## config.mk

```make
export PLATFORM = sky130hd
export DESIGN_NAME = regfile_tagged_mp_flat
export DESIGN_NICKNAME = d
export VERILOG_FILES = /design/src/rtl/regfile_tagged_mp_if.sv /design/src/rtl/regfile_tagged_mp.sv /design/src/flat_wrapper.sv
export SDC_FILE = /design/constraint.sdc
export NUM_CORES = 2
export LEC_CHECK = 0
export CORE_ASPECT_RATIO = 0.75
export CORE_MARGIN = 2
export CORE_UTILIZATION = 35
export DETAILED_ROUTE_END_ITERATION = 10
export PLACE_DENSITY_LB_ADDON = 0.05
export SETUP_SLACK_MARGIN = 0.1
export SYNTH_ARGS = -nofsm -noshare
export SYNTH_HDL_FRONTEND = slang
export SYNTH_SLANG_ARGS = --single-unit
```

## constraint.sdc

```tcl
create_clock -name clk_i -period 83.5 [get_ports clk_i]
set_input_delay 25.05 -clock clk_i [delete_from_list [all_inputs] [get_ports clk_i]]
set_output_delay 25.05 -clock clk_i [all_outputs]
set_load 0.005 [all_outputs]
```

## src/rtl/regfile_tagged_mp_if.sv

```systemverilog
// regfile_tagged_mp_if: read, write, reserve and busy-count signals of the tagged register file
interface regfile_tagged_mp_if #(
  parameter int DATA_W = 32,
  parameter int ADDR_W = 5,
  parameter int TAG_W  = 4
);
  logic              clear_i;
  logic [ADDR_W-1:0] rs_addr_i;
  logic [ADDR_W-1:0] rt_addr_i;
  logic [DATA_W-1:0] rs_data_o;
  logic [DATA_W-1:0] rt_data_o;
  logic              rs_busy_o;
  logic              rt_busy_o;
  logic [ADDR_W-1:0] op_addr_i;
  logic [DATA_W-1:0] op_data_o;
  logic [TAG_W-1:0]  op_tag_o;
  logic              wa_en_i;
  logic [ADDR_W-1:0] wa_addr_i;
  logic [DATA_W-1:0] wa_data_i;
  logic [TAG_W-1:0]  wa_tag_i;
  logic              wb_en_i;
  logic [ADDR_W-1:0] wb_addr_i;
  logic [DATA_W-1:0] wb_data_i;
  logic [TAG_W-1:0]  wb_tag_i;
  logic              rsv_en_i;
  logic [ADDR_W-1:0] rsv_addr_i;
  logic [ADDR_W:0]   busy_cnt_o;
  modport master (
    output clear_i, rs_addr_i, rt_addr_i, op_addr_i,
    output wa_en_i, wa_addr_i, wa_data_i, wa_tag_i,
    output wb_en_i, wb_addr_i, wb_data_i, wb_tag_i,
    output rsv_en_i, rsv_addr_i,
    input  rs_data_o, rt_data_o, rs_busy_o, rt_busy_o, op_data_o, op_tag_o, busy_cnt_o
  );
  modport slave (
    input  clear_i, rs_addr_i, rt_addr_i, op_addr_i,
    input  wa_en_i, wa_addr_i, wa_data_i, wa_tag_i,
    input  wb_en_i, wb_addr_i, wb_data_i, wb_tag_i,
    input  rsv_en_i, rsv_addr_i,
    output rs_data_o, rt_data_o, rs_busy_o, rt_busy_o, op_data_o, op_tag_o, busy_cnt_o
  );
endinterface

```

## src/rtl/regfile_tagged_mp.sv

```systemverilog
// regfile_tagged_mp: two-write, three-read tagged register file with busy scoreboard and counter
module regfile_tagged_mp #(
  parameter int DATA_W   = 32,
  parameter int ADDR_W   = 5,
  parameter int TAG_W    = 4,
  parameter int ZERO_REG = 1,
  parameter int BYPASS   = 0
) (
  input logic               clk_i,
  input logic               reset,
  regfile_tagged_mp_if.slave rf
);
  localparam int DEPTH = 2**ADDR_W;
  localparam int CW    = ADDR_W + 1;
  typedef struct packed {
    logic [DATA_W-1:0] d;
    logic [TAG_W-1:0]  t;
    logic              b;
  } rd_t;
  logic [DATA_W-1:0] data_q [DEPTH];
  logic [DATA_W-1:0] data_d [DEPTH];
  logic [TAG_W-1:0]  tag_q  [DEPTH];
  logic [TAG_W-1:0]  tag_d  [DEPTH];
  logic [DEPTH-1:0]  busy_q, busy_d;
  logic [CW-1:0]     cnt_q, cnt_d;
  logic              wa_v, wb_v, rsv_v, inc, wa_rel, wb_rel;
  rd_t               rs_r, rt_r, op_r;
  function automatic logic live(input logic [ADDR_W-1:0] a);
    return !(ZERO_REG != 0 && a == '0);
  endfunction
  // Stored view of an entry, overridden by same-cycle writes when bypass is enabled; zero in reset
  function automatic rd_t rd(input logic [ADDR_W-1:0] a);
    rd_t r;
    r.d = data_q[a];
    r.t = tag_q[a];
    r.b = busy_q[a];
    if (BYPASS != 0 && wb_v && rf.wb_addr_i == a) begin
      r.d = rf.wb_data_i;
      r.t = rf.wb_tag_i;
      r.b = rsv_v && rf.rsv_addr_i == a;
    end else if (BYPASS != 0 && wa_v && rf.wa_addr_i == a) begin
      r.d = rf.wa_data_i;
      r.t = rf.wa_tag_i;
      r.b = rsv_v && rf.rsv_addr_i == a;
    end
    if (reset || !live(a))
      r = '0;
    return r;
  endfunction
  // Qualify requests so the hardwired zero entry is never written, reserved or released
  always_comb begin
    wa_v  = rf.wa_en_i && live(rf.wa_addr_i);
    wb_v  = rf.wb_en_i && live(rf.wb_addr_i);
    rsv_v = rf.rsv_en_i && live(rf.rsv_addr_i);
  end
  // Per-entry next state: port B beats port A, reserve beats release, clear beats both
  always_comb begin
    for (int i = 0; i < DEPTH; i++) begin
      data_d[i] = wb_v && rf.wb_addr_i == ADDR_W'(i) ? rf.wb_data_i :
                  wa_v && rf.wa_addr_i == ADDR_W'(i) ? rf.wa_data_i : data_q[i];
      tag_d[i]  = wb_v && rf.wb_addr_i == ADDR_W'(i) ? rf.wb_tag_i :
                  wa_v && rf.wa_addr_i == ADDR_W'(i) ? rf.wa_tag_i : tag_q[i];
      busy_d[i] = !rf.clear_i &&
                  ((rsv_v && rf.rsv_addr_i == ADDR_W'(i)) ||
                   (busy_q[i] && !(wa_v && rf.wa_addr_i == ADDR_W'(i))
                              && !(wb_v && rf.wb_addr_i == ADDR_W'(i))));
    end
  end
  // Incremental count: +1 for a reserve of an idle entry, -1 per distinct busy entry released
  always_comb begin
    inc    = rsv_v && !busy_q[rf.rsv_addr_i];
    wa_rel = wa_v && busy_q[rf.wa_addr_i] && !(rsv_v && rf.rsv_addr_i == rf.wa_addr_i);
    wb_rel = wb_v && busy_q[rf.wb_addr_i] && !(rsv_v && rf.rsv_addr_i == rf.wb_addr_i)
                  && !(wa_rel && rf.wa_addr_i == rf.wb_addr_i);
    cnt_d  = rf.clear_i ? '0 : cnt_q + CW'(inc) - CW'(wa_rel) - CW'(wb_rel);
  end
  // State registers; reset wipes data, tags, scoreboard and counter
  always_ff @(posedge clk_i or posedge reset) begin
    if (reset) begin
      for (int i = 0; i < DEPTH; i++) begin
        data_q[i] <= '0;
        tag_q[i]  <= '0;
      end
      busy_q <= '0;
      cnt_q  <= '0;
    end else begin
      data_q <= data_d;
      tag_q  <= tag_d;
      busy_q <= busy_d;
      cnt_q  <= cnt_d;
    end
  end
  // Three combinational read ports
  always_comb begin
    rs_r = rd(rf.rs_addr_i);
    rt_r = rd(rf.rt_addr_i);
    op_r = rd(rf.op_addr_i);
  end
  assign rf.rs_data_o  = rs_r.d;
  assign rf.rs_busy_o  = rs_r.b;
  assign rf.rt_data_o  = rt_r.d;
  assign rf.rt_busy_o  = rt_r.b;
  assign rf.op_data_o  = op_r.d;
  assign rf.op_tag_o   = op_r.t;
  assign rf.busy_cnt_o = cnt_q;
endmodule

```

## src/flat_wrapper.sv

```systemverilog
// flat-port wrapper written by rule: the top's interface ports become plain ports
module regfile_tagged_mp_flat 
#(
  parameter int DATA_W   = 32,
  parameter int ADDR_W   = 5,
  parameter int TAG_W    = 4,
  parameter int ZERO_REG = 1,
  parameter int BYPASS   = 0
)
  (clk_i, reset, rf_clear_i, rf_rs_addr_i, rf_rt_addr_i, rf_op_addr_i, rf_wa_en_i, rf_wa_addr_i, rf_wa_data_i, rf_wa_tag_i, rf_wb_en_i, rf_wb_addr_i, rf_wb_data_i, rf_wb_tag_i, rf_rsv_en_i, rf_rsv_addr_i, rf_rs_data_o, rf_rt_data_o, rf_rs_busy_o, rf_rt_busy_o, rf_op_data_o, rf_op_tag_o, rf_busy_cnt_o);
  regfile_tagged_mp_if #(.DATA_W(DATA_W), .ADDR_W(ADDR_W), .TAG_W(TAG_W)) rf_i ();
  input logic clk_i;
  input logic reset;
  input wire logic [$bits(rf_i.clear_i)-1:0] rf_clear_i;
  input wire logic [$bits(rf_i.rs_addr_i)-1:0] rf_rs_addr_i;
  input wire logic [$bits(rf_i.rt_addr_i)-1:0] rf_rt_addr_i;
  input wire logic [$bits(rf_i.op_addr_i)-1:0] rf_op_addr_i;
  input wire logic [$bits(rf_i.wa_en_i)-1:0] rf_wa_en_i;
  input wire logic [$bits(rf_i.wa_addr_i)-1:0] rf_wa_addr_i;
  input wire logic [$bits(rf_i.wa_data_i)-1:0] rf_wa_data_i;
  input wire logic [$bits(rf_i.wa_tag_i)-1:0] rf_wa_tag_i;
  input wire logic [$bits(rf_i.wb_en_i)-1:0] rf_wb_en_i;
  input wire logic [$bits(rf_i.wb_addr_i)-1:0] rf_wb_addr_i;
  input wire logic [$bits(rf_i.wb_data_i)-1:0] rf_wb_data_i;
  input wire logic [$bits(rf_i.wb_tag_i)-1:0] rf_wb_tag_i;
  input wire logic [$bits(rf_i.rsv_en_i)-1:0] rf_rsv_en_i;
  input wire logic [$bits(rf_i.rsv_addr_i)-1:0] rf_rsv_addr_i;
  output wire logic [$bits(rf_i.rs_data_o)-1:0] rf_rs_data_o;
  output wire logic [$bits(rf_i.rt_data_o)-1:0] rf_rt_data_o;
  output wire logic [$bits(rf_i.rs_busy_o)-1:0] rf_rs_busy_o;
  output wire logic [$bits(rf_i.rt_busy_o)-1:0] rf_rt_busy_o;
  output wire logic [$bits(rf_i.op_data_o)-1:0] rf_op_data_o;
  output wire logic [$bits(rf_i.op_tag_o)-1:0] rf_op_tag_o;
  output wire logic [$bits(rf_i.busy_cnt_o)-1:0] rf_busy_cnt_o;
  assign rf_i.clear_i = rf_clear_i;
  assign rf_i.rs_addr_i = rf_rs_addr_i;
  assign rf_i.rt_addr_i = rf_rt_addr_i;
  assign rf_i.op_addr_i = rf_op_addr_i;
  assign rf_i.wa_en_i = rf_wa_en_i;
  assign rf_i.wa_addr_i = rf_wa_addr_i;
  assign rf_i.wa_data_i = rf_wa_data_i;
  assign rf_i.wa_tag_i = rf_wa_tag_i;
  assign rf_i.wb_en_i = rf_wb_en_i;
  assign rf_i.wb_addr_i = rf_wb_addr_i;
  assign rf_i.wb_data_i = rf_wb_data_i;
  assign rf_i.wb_tag_i = rf_wb_tag_i;
  assign rf_i.rsv_en_i = rf_rsv_en_i;
  assign rf_i.rsv_addr_i = rf_rsv_addr_i;
  assign rf_rs_data_o = rf_i.rs_data_o;
  assign rf_rt_data_o = rf_i.rt_data_o;
  assign rf_rs_busy_o = rf_i.rs_busy_o;
  assign rf_rt_busy_o = rf_i.rt_busy_o;
  assign rf_op_data_o = rf_i.op_data_o;
  assign rf_op_tag_o = rf_i.op_tag_o;
  assign rf_busy_cnt_o = rf_i.busy_cnt_o;
  regfile_tagged_mp #(.DATA_W(DATA_W), .ADDR_W(ADDR_W), .TAG_W(TAG_W), .ZERO_REG(ZERO_REG), .BYPASS(BYPASS)) u_core (.clk_i(clk_i), .reset(reset), .rf(rf_i));
endmodule
```

# Yosys cells after proc, flatten, opt, wreduce, memory -nomap -nowiden
# Index checks and enable logic that the tools add are counted.
[op_classes] n_reduce_logical=349 n_bitwise=3 order_cmp=9 n_mux=162 n_eq_ne=96 add_sub_neg=3
[ops] cell="$mux 32" count=70
[ops] cell="$bmux 32 s5" count=3
[ops] cell="$mux 4" count=70
[ops] cell="$eq 5x5->1 const B" count=48
[ops] cell="$logic_and 1x1->1" count=204
[ops] cell="$eq 5x4->1 const B" count=24
[ops] cell="$mux 37" count=3
[ops] cell="$logic_not 1->1" count=72
[ops] cell="$reduce_bool 2->1" count=32
[ops] cell="$bmux 4 s5" count=3
[ops] cell="$eq 5x3->1 const B" count=12
[ops] cell="$lt 5x6->1 const B" count=6
[ops] cell="$logic_or 1x1->1" count=35
[ops] cell="$bmux 1 s5" count=6
[ops] cell="$eq 5x2->1 const B" count=6
[ops] cell="$logic_not 5->1" count=6
[ops] cell="$ge 6x6->1 const B" count=3
[ops] cell="$not 5->6" count=3
[ops] cell="$eq 5x1->1 const B" count=3
[ops] cell="$eq 5x5->1" count=3
[ops] cell="$sub 6x1->6" count=2
[ops] cell="$add 6x1->6" count=1
[ops] cell="$mux 1" count=6
[ops] cell="$mux 6" count=1
[word_totals] out_inout_bits=108 wordCells=688 input_bits=108 ff_bits=1190

# Logic depth before layout (Yosys ltp)
[depth] word_depth=11 ltp_mapped=18 depth_no_buf=16

# Worst setup path before layout
# Ideal clock, no wire load.
[synth_timing] kind="in2out" startpoint="input reset" endpoint="output rf_rs_busy_o" t_arrival_ns=54.247 setup_slack_ns=4.203 n_path_buf=1 stages=4 required_time_ns=58.450 cell_sequence="inv_1 > o21ai_1 > buf_2 > nor2_1"
[synth_between] elab_chain_len=2
[synth_rtl] element="start: declaration" line="flat_wrapper.sv:13" source="input logic reset;"
[synth_rtl] element="$logic_or 1x1->1" line="regfile_tagged_mp.sv:46" source="if (reset || !live(a))"
[synth_rtl] element="$mux 37" line="regfile_tagged_mp.sv:46"
[synth_rtl] element="end: declaration" line="flat_wrapper.sv:30" source="output wire logic [$bits(rf_i.rs_busy_o)-1:0] rf_rs_busy_o;"
# Every way passes these cells.

# Worst setup path after layout
[layout_timing] startpoint="input rf_op_addr_i[0]" endpoint="output rf_op_data_o[18]"
[layout_between] elab_chain_len=5 elab_cells_between_ends=7 cone_classes="mux: 4; bitwise: 1; reduce/logical: 2"
[layout_rtl] element="start: declaration" line="flat_wrapper.sv:17" source="input wire logic [$bits(rf_i.op_addr_i)-1:0] rf_op_addr_i;"
[layout_rtl] element="$not 5->6 (implied by the code)" line="regfile_tagged_mp.sv:34" source="r.d = data_q[a];"
[layout_rtl] element="$bmux 32 s5" line="regfile_tagged_mp.sv:34"
[layout_rtl] element="$mux 32 (implied by the code) (2 in a row)" line="regfile_tagged_mp.sv:34"
[layout_rtl] element="$mux 37 (*)" line="regfile_tagged_mp.sv:46"
[layout_rtl] element="end: declaration" line="flat_wrapper.sv:32" source="output wire logic [$bits(rf_i.op_data_o)-1:0] rf_op_data_o;"
# Mark *: on every way between the ends. The rest lies on a longest branch, timed or not. The select of a mux whose other input is x is not followed.

==> flow_metrics.tcl <==
set metrics [dict create \
    outcome "finished, final reports clean" \
    track_usage 0.339 \
    place_congestion 0.849 \
    post_cts_buffers 0 \
    synth_top_area_share 0.360 \
    cp.arrival_ns 29.88 \
    die_area_sq_um 240000 \
    drt_iter0_drc 8307 \
    fin_tns_setup_ns 0 \
    rsz0062_at_grt "false" \
    yosysWarnings 0 \
    vias 69300 \
    grt_pass1_wl_um 571000 \
    numCtsBuffers 155 \
    final_antenna_net_count 0 \
    setup_violations 0 \
    critical_path.startpoint "rf_op_addr_i[0]" \
    min_from "u_core.tag_q[127]" \
    critical_path.max_fanout 50 \
    yosys.area.top_type "dfrtp_1" \
    clock_skew_ns 0.0192 \
    clockRootBuffer "clkbuf_16" \
    grt_overflow 0 \
    rr_worst_depth 15 \
    drtPass1Iterations 8 \
    syn_nets 8068 \
    grt_max_degree 131 \
    power.density_nw_per_um2 23.3 \
    syn_inst 7952 \
    worstReg2RegEnd "u_core.rf.busy_cnt_o[5]" \
    cp_num_cells 11 \
    power.total_mw 2.15 \
    fin_crit_sh 0.658 \
    initial_utilization 0.352 \
    synth.avg_cell_area_sq_um 10.4 \
    drive_above_1_share 0.175 \
    grt_antenna_before_repair 21 \
    syn_area_sq_um 82700 \
    htree_levels 4 \
    max_freq_ghz 0.0182 \
    yosys_register_bits 1190 \
    critPathTopFamily "buffers and inverters" \
    required_ns 58.45 \
    maxCapViolations 0 \
    cts.path.max_buffers 4 \
    core-area_sq_um 235000 \
    r2r_start "u_core.busy_q[10]" \
    dp.final_hpwl_um 230000 \
    slew_headroom 0.102 \
    max_stage_delay_ns 0.83 \
    dieWidth_um 565 \
    crit_buf_inv 5 \
    cts_resized 0 \
    layout_min_cycle_time_ns 54.93 \
    start_kind "input port" \
    ys_types 59 \
    p_leak_nw 38.7 \
    clock_latency_ns 0.85 \
    cp_common_cell "buf_4" \
    cts_tree "yes" \
    endpoint_kind "output pin" \
    die_h_um 425 \
    ys.flop_type "dfrtp_1" \
    wirelength_um 413000 \
    critPathKind "input port to output pin" \
    yosys-top-cells-area "dfrtp_1 36%, mux2i_1 19%, mux4_2 17%, a21oi_1 4.9%, o21ai_0 4.1%" \
    grt_pass1_vias 66600 \
    holdBufCountCts 0 \
    cts_sinks 1190 \
    drv_slew 0 \
    worstHoldPathCells 0 \
    row_count 154 \
    synth_edf_count 0 \
    post_drt_wl_per_cell_um 38.0 \
    synthArstFlopShare 1.00 \
    cp_slowest_cell "buf_4" \
    nNetsFinal 7751 \
    yosysSeqAreaShare 0.360 \
    drc 0 \
    clk_pin_slew_ns 0.06 \
    worstMarginPinSlew_ns 1.34 \
    holdCritPathClass "flop to flop" \
    area_delta_synth_final_pct 11.3 \
    timing.reg2reg.setup_slack_ns 79.57 \
    portBuffers 215 \
    io-pin-count 216 \
    finalHoldViolations 0 \
    path_cells "buf_8 -> buf_4 -> buf_4 -> buf_4 -> mux2_2 -> a21oi_1 -> o21ai_0 -> o22ai_1 -> nor3_1 -> o21a_1 -> clkdlybuf4s50_1" \
    routed_via_density 6.37 \
    crit_path_end "rf_op_data_o[18]" \
    peakVddDrop_v 0.0000161 \
]
## registers in the layout (all words and copies together), names as in the netlist
| signal | cells |
|---|---|
| u_core.data_q | 1024 |
| u_core.rf.busy_cnt_o | 6 |
| u_core.tag_q | 128 |
| u_core.busy_q | 32 |
## placed cells by master, fill, tap and decap left out, drive strengths merged, types with 7 or more instances in the layout
master / count
mux2i: 1569
dfrtp: 1190
a21oi: 803
o21ai: 753
nand2: 663
mux4: 625
nor2: 607
buf: 269
clkbuf: 235
clkdlybuf4s50: 196
mux2: 144
o22ai: 142
o221ai: 138
nor3: 80
nor3b: 73
o21a: 69
clkinv: 28
inv: 20
nor2b: 14
xor2: 13
a32oi: 12
a22oi: 10
nand3: 10
nand3b: 8
and3: 8
and2: 8
diode: 7
ha: 7
## synthesized netlist by cell type (all sizes together), types with 5 or more instances
cell type,n
mux2,144
a22oi,10
and3,8
a21o,5
clkbuf,629
a21oi,803
nand3b,8
nor2b,14
a32oi,12
mux4,625
o221ai,138
xor2,13
ha,7
nor3b,73
nor3,80
or2,5
o21ai,753
mux2i,1569
o22ai,142
nand2,663
o21a,69
and2,8
nor2,607
xnor2,6
buf,313
dfrtp,1190
inv,19
nand3,10
## power breakdown
part           total, mW  internal, mW  leakage, nW  switching (mW)
registers          0.873         0.722         14.5           0.152
clock network      0.686         0.393         2.44           0.293
logic              0.587         0.303         21.8           0.285
total               2.15          1.42         38.7           0.729
## metal layers
| metal | vias to the layer above | part of all wire | track usage |
|---|---|---|---|
| met1 | 35900 | 0.44 | 0.479 |
| met3 | 752 | 0.086 | 0.0717 |
| met4 | 12 | 0.040 | 0.125 |
| met2 | 3689 | 0.44 | 0.509 |
| met5 | - | 0.00023 | 0 |
| li1 | 28900 | - | - |
## worst reg2reg max path, stage by stage, from the launching register on
cell and delay, ns:
dfrtp_1 0.46, mux4_2 0.53, a2111oi_0 0.49, a211oi_1 0.19, nand2_1 0.17, mux2i_1 0.21, ha_1 0.16, a21oi_1 0.04
ha_1 0.28, inv_1 0.04, ha_1 0.21, fa_1 0.45, a21o_1 0.20, a21oi_1 0.18, xnor2_1 0.14, nor2_1 0.05
## final cells by class
type                    count  area, sq um
diodes                      7         17.5
fillers                 22600       143000
clock buffers             232         4620
clock inverters            35          307
multi-input cells        5801        49200
well taps                3120         3900
inverters                  19         78.8
flip-flops and latches   1190        29800
repair buffers            468         4110
## logic make-up (layout without fill, tap and decap cells)
family,Yosys count,after routing,synth area share
AO/OA/AOI/OAI,1949,1949,0.130
XOR/XNOR,19,19,0.00201
adder cells (fa/ha/maj),8,8,0.00130
buffers and inverters,961,754,0.0502
flip-flops,1190,1190,0.360
multiplexers,2338,2338,0.380
other,0,7,0
AND/OR/NAND/NOR,1487,1487,0.0758
## worst min-delay path by stage
stage | to | slack, ns
after floorplan | u_core.tag_q[124] | 0.43
after CTS | u_core.tag_q[125] | 0.38
after global placement | u_core.tag_q[124] | 0.36
final | u_core.tag_q[127] | 0.38
after global routing | u_core.tag_q[124] | 0.39
after detailed placement | u_core.tag_q[125] | 0.37
## stage by stage
stage / util / hold WS [ns] / cell area, sq um / worst slack (ns) / std cells
6_report: 0.392 / 0.382 / 92000 / 28.57 / 10900
5_1_grt: 0.392 / 0.395 / 92000 / 28.37 / 10900
4_1_cts: 0.392 / 0.380 / 92000 / 28.62 / 10900
3_5_place_dp: 0.371 / 0.367 / 87000 / 28.64 / 10600
3_3_place_gp: 0.371 / 0.364 / 87000 / 28.61 / 10600
2_1_floorplan: - / 0.428 / 82700 / 4.20 / 7952
(Power assumes the default switching activity.)
